### src/rtl/and_event_debounce_counter.sv
// and_event_debounce_counter
// Synchronises the upstream AND result, debounces it, and counts filtered
// rising edges into a pending count. The count is offered to a sink over
// valid/ready, and a sticky flag records rises lost at saturation.
module and_event_debounce_counter #(
    parameter int WIDTH     = 8,
    parameter int DB_CYCLES = 4
) (
    input  logic             CLK,
    input  logic             ASYNCRESETN,
    input  logic             I,
    input  logic             CLR,
    input  logic             O_ready,
    output logic             O_valid,
    output logic [WIDTH-1:0] O_count,
    output logic             O_overflow,
    output logic             O_level
);

    localparam int DBW = $clog2(DB_CYCLES + 1);
    localparam logic [DBW-1:0]   DB_LAST = DBW'(DB_CYCLES - 1);
    localparam logic [WIDTH-1:0] CNT_MAX = '1;

    typedef enum logic {LO = 1'b0, HI = 1'b1} lvl_t;

    logic           s1, s2;
    lvl_t           state;
    logic [DBW-1:0] dbc;
    logic           flip;
    logic           rise;
    logic           accept;

    // A flip happens on the edge where the last required differing sample lands.
    assign flip   = (s2 != state) && (dbc == DB_LAST);
    // Only LO->HI flips are events; HI->LO flips are silent.
    assign rise   = flip && (state == LO);
    assign accept = O_valid && O_ready;

    // Two-flop synchroniser for the asynchronous input.
    always_ff @(posedge CLK or negedge ASYNCRESETN) begin
        if (!ASYNCRESETN) begin
            s1 <= 1'b0;
            s2 <= 1'b0;
        end else begin
            s1 <= I;
            s2 <= s1;
        end
    end

    // Debounce FSM: the level flips only after DB_CYCLES consecutive
    // differing samples; any agreeing sample restarts the run.
    always_ff @(posedge CLK or negedge ASYNCRESETN) begin
        if (!ASYNCRESETN) begin
            state <= LO;
            dbc   <= '0;
        end else if (s2 != state) begin
            if (dbc == DB_LAST) begin
                state <= (state == LO) ? HI : LO;
                dbc   <= '0;
            end else begin
                dbc <= dbc + 1'b1;
            end
        end else begin
            dbc <= '0;
        end
    end

    // Pending count and sticky overflow: clear beats handshake beats rise.
    always_ff @(posedge CLK or negedge ASYNCRESETN) begin
        if (!ASYNCRESETN) begin
            O_count    <= '0;
            O_overflow <= 1'b0;
        end else if (CLR) begin
            O_count    <= '0;
            O_overflow <= 1'b0;
        end else if (accept && rise) begin
            O_count    <= WIDTH'(1);
            O_overflow <= 1'b0;
        end else if (accept) begin
            O_count    <= '0;
            O_overflow <= 1'b0;
        end else if (rise) begin
            if (O_count != CNT_MAX) begin
                O_count <= O_count + 1'b1;
            end else begin
                O_overflow <= 1'b1;
            end
        end
    end

    // Outputs come straight from registers; O_ready never reaches them combinationally.
    assign O_valid = (O_count != '0);
    assign O_level = (state == HI);

endmodule
### config.mk
export PLATFORM = sky130hd
export DESIGN_NAME = and_event_debounce_counter
export DESIGN_NICKNAME = d
export VERILOG_FILES = /design/src/rtl/and_event_debounce_counter.sv
export SDC_FILE = /design/constraint.sdc
export NUM_CORES = 1
export LEC_CHECK = 0
export CAP_MARGIN = 20
export CORE_MARGIN = 5
export CORE_UTILIZATION = 35
export DETAILED_ROUTE_END_ITERATION = 6
export PLACE_DENSITY_LB_ADDON = 0.08
export SYNTH_ARGS = -nofsm -noshare
export SYNTH_HDL_FRONTEND = slang
export SYNTH_SLANG_ARGS = --single-unit
### constraint.sdc
create_clock -name CLK -period 2.6 [get_ports CLK]
set_clock_uncertainty 0.05 [all_clocks]
set_input_delay 0.78 -clock CLK [delete_from_list [all_inputs] [get_ports CLK]]
set_output_delay 0.78 -clock CLK [all_outputs]
set_load 0.05 [all_outputs]
==> load_flow_metrics.sql <==
INSERT INTO impl_metrics (metric_group, metric, value, unit) VALUES
('drt', 'wirelength_per_cell', '13.22', 'microns'),
('cts', 'cts_buffer_depth', '2', ''),
('setup_path', 'worst_ep_required_time', '1.77', 'ns'),
('cells_and_area', 'post_layout_nonfiller_instances', '122', ''),
('placed_design', 'numPortBuffers', '15', ''),
('run_status', 'outcome', 'finished with violations', ''),
('run_status', 'failed_checks', 'setup timing', ''),
('die', 'die_height', '56.39', 'microns'),
('power_and_ir_drop', 'p_leak', '0.4338', 'nW'),
('drt', 'postRouteAntennaNets', '0', ''),
('setup_path', 'critical_path_peak_fanout', '2', ''),
('setup_path', 'worstPathArrival', '1.97', 'ns'),
('cts', 'cts.hold.buffers_added', '0', ''),
('setup_path', 'end_kind', 'output pin', ''),
('synthesis', 'synth-warning-count', '0', ''),
('synthesis', 'synth.distinct_cells', '31', ''),
('timing', 'unrepaired_setup_endpoints_after_global_routing', 'yes', ''),
('timing', 'worst_pin_slew', '0.5192', 'ns'),
('die', 'io_pins', '16', ''),
('timing', 'max_slew_margin', '0.6449', ''),
('cts', 'buffers_inserted_by_post_cts_timing_repair', '0', ''),
('grt', 'global_route.usage.met1', '0.1390', ''),
('die', 'dieWidth', '56.39', 'microns'),
('timing', 'timing.final.hold_violations', '0', ''),
('cells_and_area', 'post-route-util', '0.5169', ''),
('die', 'total_number_of_placement_rows', '16', ''),
('drt', 'drt_first_iter_violations', '5', ''),
('timing', 'fin_crit', '2.796', 'ns'),
('timing', 'setup_viol_count_final', '1', ''),
('cts', 'cts_buffers', '3', ''),
('setup_path', 'crit_type', 'reg -> out', ''),
('drt', 'drt_pass1_iterations', '4', ''),
('drt', 'routed_wl', '1.613', 'mm'),
('cells_and_area', 'filler_cell_count', '177', ''),
('power_and_ir_drop', 'worst_vdd_rail_ir_drop', '0.0003449', 'V'),
('timing', 'finalWorstSetupSlack', '-0.1959', 'ns'),
('worst_hold_path', 'min_path_type', 'reg -> reg', ''),
('synthesis', 'seq_area_frac_synth', '0.4983', ''),
('cts', 'clk_transition_reported_paths', '0.10', 'ns'),
('timing', 'fin_crit_sh', '1.075', ''),
('flow_run', 'timing.max_cap.violations', '0', ''),
('cells_and_area', 'area_growth', '37.38', '%'),
('grt', 'first_global_vias', '577', ''),
('setup_path', 'sequence_of_cells_on_the_critical_path', 'inv_2, ha_1, or4b_4, or4_4, buf_8', ''),
('synthesis', 'synthesis.area', '753.2', 'sq um'),
('timing', 'hold-worst-slack', '0.3066', 'ns'),
('power_and_ir_drop', 'pwr_density', '530.8', 'nW/um^2'),
('cts', 'clock-sinks', '15', ''),
('grt', 'gr-usage-all-layers', '0.1115', ''),
('grt', 'use_met2', '0.1653', ''),
('timing', 'report.final.slew_viol_count', '0', ''),
('placed_design', 'dp_hpwl', '1.241', 'mm'),
('die', 'initial_utilization', '0.3762', ''),
('drt', 'num_vias', '637', ''),
('cells_and_area', 'final_layout_size_suffix_gt1_frac', '0.2421', ''),
('timing', 'fin_tns_setup', '-0.1959', 'ns'),
('drt', 'route.detailed.drc', '0', ''),
('cts', 'clock_tree.htree_level_count', '1', ''),
('grt', 'grt_overflow_total', '0', ''),
('setup_path', 'critical-path-slowest-cell', 'sky130_fd_sc_hd__or4b_4', ''),
('synthesis', 'post_synthesis_cells', '69', ''),
('grt', 'grt_pass1_wl', '2.677', 'mm'),
('cts', 'worst_skew_pair.late_latency', '0.28', 'ns'),
('placed_design', 'dp_cells', '118', ''),
('drt', 'detail_route.vias_per_cell', '5.221', ''),
('timing', 'max_clock_freq', '357.7', 'MHz'),
('synthesis', 'synth_fp_nets', '77', ''),
('die', 'floorplan.core_area', '2002', 'sq um'),
('die', 'dieArea', '3180', 'sq um'),
('setup_path', 'maximum_cell_stage_delay_along_the_critical_path', '0.46', 'ns'),
('grt', 'global_route.peak_usage_layer', 'met2', ''),
('setup_path', 'critPathLaunchType', 'flip-flop', ''),
('grt', 'antenna_found_initial', '0', ''),
('grt', 'grt_start_max_net_pins', '16', ''),
('cts', 'cts_root_buf', 'sky130_fd_sc_hd__clkbuf_4', ''),
('synthesis', 'avgSynthCellArea', '10.92', 'sq um'),
('cells_and_area', 'antenna-diode-count', '0', ''),
('cts', 'tritoncts', 'built', ''),
('grt', 'groute.layer.met3.usage', '0.03670', ''),
('cells_and_area', 'final_nets', '104', ''),
('placed_design', 'final_replace_weighted_congestion', '0.7972', ''),
('synthesis', 'ys_ff_latch', '15', '');
==> final timing paths <==
check	from	endpoint	slack, ns	depth (start not counted)
setup / recovery	O_count[0]$_DFFE_PN0P_	O_valid	-0.20	5
hold / removal	s1$_DFF_PN0_	s2$_DFF_PN0_	0.31	0
setup reg to reg	O_count[0]$_DFFE_PN0P_	O_count[7]$_DFFE_PN0P_	0.52	6
hold reg to reg	s1$_DFF_PN0_	s2$_DFF_PN0_	0.31	0
max in group asynchronous	ASYNCRESETN	O_count[0]$_DFFE_PN0P_	1.58	2
min in group asynchronous	ASYNCRESETN	O_count[7]$_DFFE_PN0P_	0.74	2
==> sequential cells by signal, summed over array words and instances, names as in the netlist <==
name and cells:
O_count 8, O_level 1, O_overflow 1, dbc 3, s1 1, s2 1
==> critical path: cells and delay by family (launching register included) <==
family	cells	cell delay, ns
flops	1	0.42
simple gates	2	0.90
fa+ha+maj	1	0.14
buf+inv	2	0.23
==> cell families (layout without fill, tap and decap cells) <==
family / Yosys count / after routing / share of synthesized area
and+or+nand+nor: 28 / 28 / 0.2293
AOI/OAI and AO/OA: 12 / 12 / 0.1213
muxes: 2 / 2 / 0.02824
adders and majority gates: 3 / 3 / 0.04984
buffers and inverters: 5 / 31 / 0.02657
xor gates and xnor gates: 4 / 4 / 0.04652
DFF: 15 / 15 / 0.4983
==> per-stage QoR <==
stage / power (mW) / worst slack (ns) / cell area (sq um)
after floorplan: 0.3726 / 0.02537 / 759.5
after global placement: 0.4173 / 0.1148 / 996.0
after detailed placement: 0.4207 / 0.06721 / 996.0
after CTS: 0.5590 / -0.2124 / 1035
after global routing: 0.5889 / -0.2624 / 1035
final: 0.5492 / -0.1959 / 1035
==> where the power goes <==
group | switching, mW | total (mW) | internal [mW]
Combinational | 0.0778 | 0.143 | 0.0647
Clock | 0.0770 | 0.134 | 0.0571
Sequential | 0.0162 | 0.273 | 0.256
==> layout by cell type, fill, tap and decap left out, types with 2 or more instances in the layout <==
cell	n
sky130_fd_sc_hd__buf_4	8
sky130_fd_sc_hd__a211oi_1	2
sky130_fd_sc_hd__o21ai_0	2
sky130_fd_sc_hd__nand4_1	3
sky130_fd_sc_hd__dfrtp_2	2
sky130_fd_sc_hd__a21oi_1	2
sky130_fd_sc_hd__ha_1	3
sky130_fd_sc_hd__nor3b_1	2
sky130_fd_sc_hd__clkbuf_4	3
sky130_fd_sc_hd__dfrtp_1	13
sky130_fd_sc_hd__nor3_1	4
sky130_fd_sc_hd__nor2_1	6
sky130_fd_sc_hd__clkdlybuf4s50_1	14
sky130_fd_sc_hd__xnor2_1	3
sky130_fd_sc_hd__inv_1	3
sky130_fd_sc_hd__nand3_1	4
==> Yosys cell counts <==
cell | n | area share
sky130_fd_sc_hd__a2111oi_0 | 1 | 0.012
sky130_fd_sc_hd__a211oi_1 | 2 | 0.020
sky130_fd_sc_hd__a21o_2 | 1 | 0.012
sky130_fd_sc_hd__a21oi_1 | 2 | 0.013
sky130_fd_sc_hd__a311oi_1 | 1 | 0.012
sky130_fd_sc_hd__a31oi_1 | 1 | 0.0083
sky130_fd_sc_hd__and3_2 | 1 | 0.010
sky130_fd_sc_hd__and4_1 | 1 | 0.012
sky130_fd_sc_hd__and4bb_2 | 1 | 0.017
sky130_fd_sc_hd__buf_2 | 1 | 0.0066
sky130_fd_sc_hd__dfrtp_1 | 15 | 0.50
sky130_fd_sc_hd__ha_1 | 3 | 0.050
sky130_fd_sc_hd__inv_1 | 4 | 0.020
sky130_fd_sc_hd__mux2_2 | 1 | 0.015
sky130_fd_sc_hd__mux2i_1 | 1 | 0.013
sky130_fd_sc_hd__nand2b_1 | 1 | 0.0083
sky130_fd_sc_hd__nand3_1 | 4 | 0.027
sky130_fd_sc_hd__nand4_1 | 3 | 0.025
sky130_fd_sc_hd__nand4bb_1 | 1 | 0.015
sky130_fd_sc_hd__nor2_1 | 6 | 0.030
sky130_fd_sc_hd__nor2b_1 | 1 | 0.0083
sky130_fd_sc_hd__nor3_1 | 4 | 0.027
sky130_fd_sc_hd__nor3b_1 | 2 | 0.020
sky130_fd_sc_hd__nor4_1 | 1 | 0.0083
sky130_fd_sc_hd__o211ai_1 | 1 | 0.010
sky130_fd_sc_hd__o21ai_0 | 2 | 0.013
sky130_fd_sc_hd__o41ai_2 | 1 | 0.022
sky130_fd_sc_hd__or4_1 | 1 | 0.010
sky130_fd_sc_hd__or4b_1 | 1 | 0.013
sky130_fd_sc_hd__xnor2_1 | 3 | 0.035
sky130_fd_sc_hd__xor2_1 | 1 | 0.012
==> what timing repair did <==
item	in CTS	in global routing
cloned	0	0
endpoints found under the setup margin	1	1
gates resized for setup	4	0
==> routing by layer <==
layer / vias to the layer above / part of all wire
met2: 15 / 0.44
li1: 312 / -
met4: 0 / 0.024
met1: 303 / 0.47
met3: 7 / 0.065
met5: - / 0
==> area by class of cell <==
class	count	area, sq um	share of cell area
flip-flops and latches	15	377.9	0.3652
multi-input cells	49	365.4	0.3531
repair buffers	23	215.2	0.2080
well taps	27	33.78	0.03265
clock buffers	3	22.52	0.02177
inverters	4	15.01	0.01451
clock inverters	1	5.005	0.004837
(Power assumes the default switching activity.)
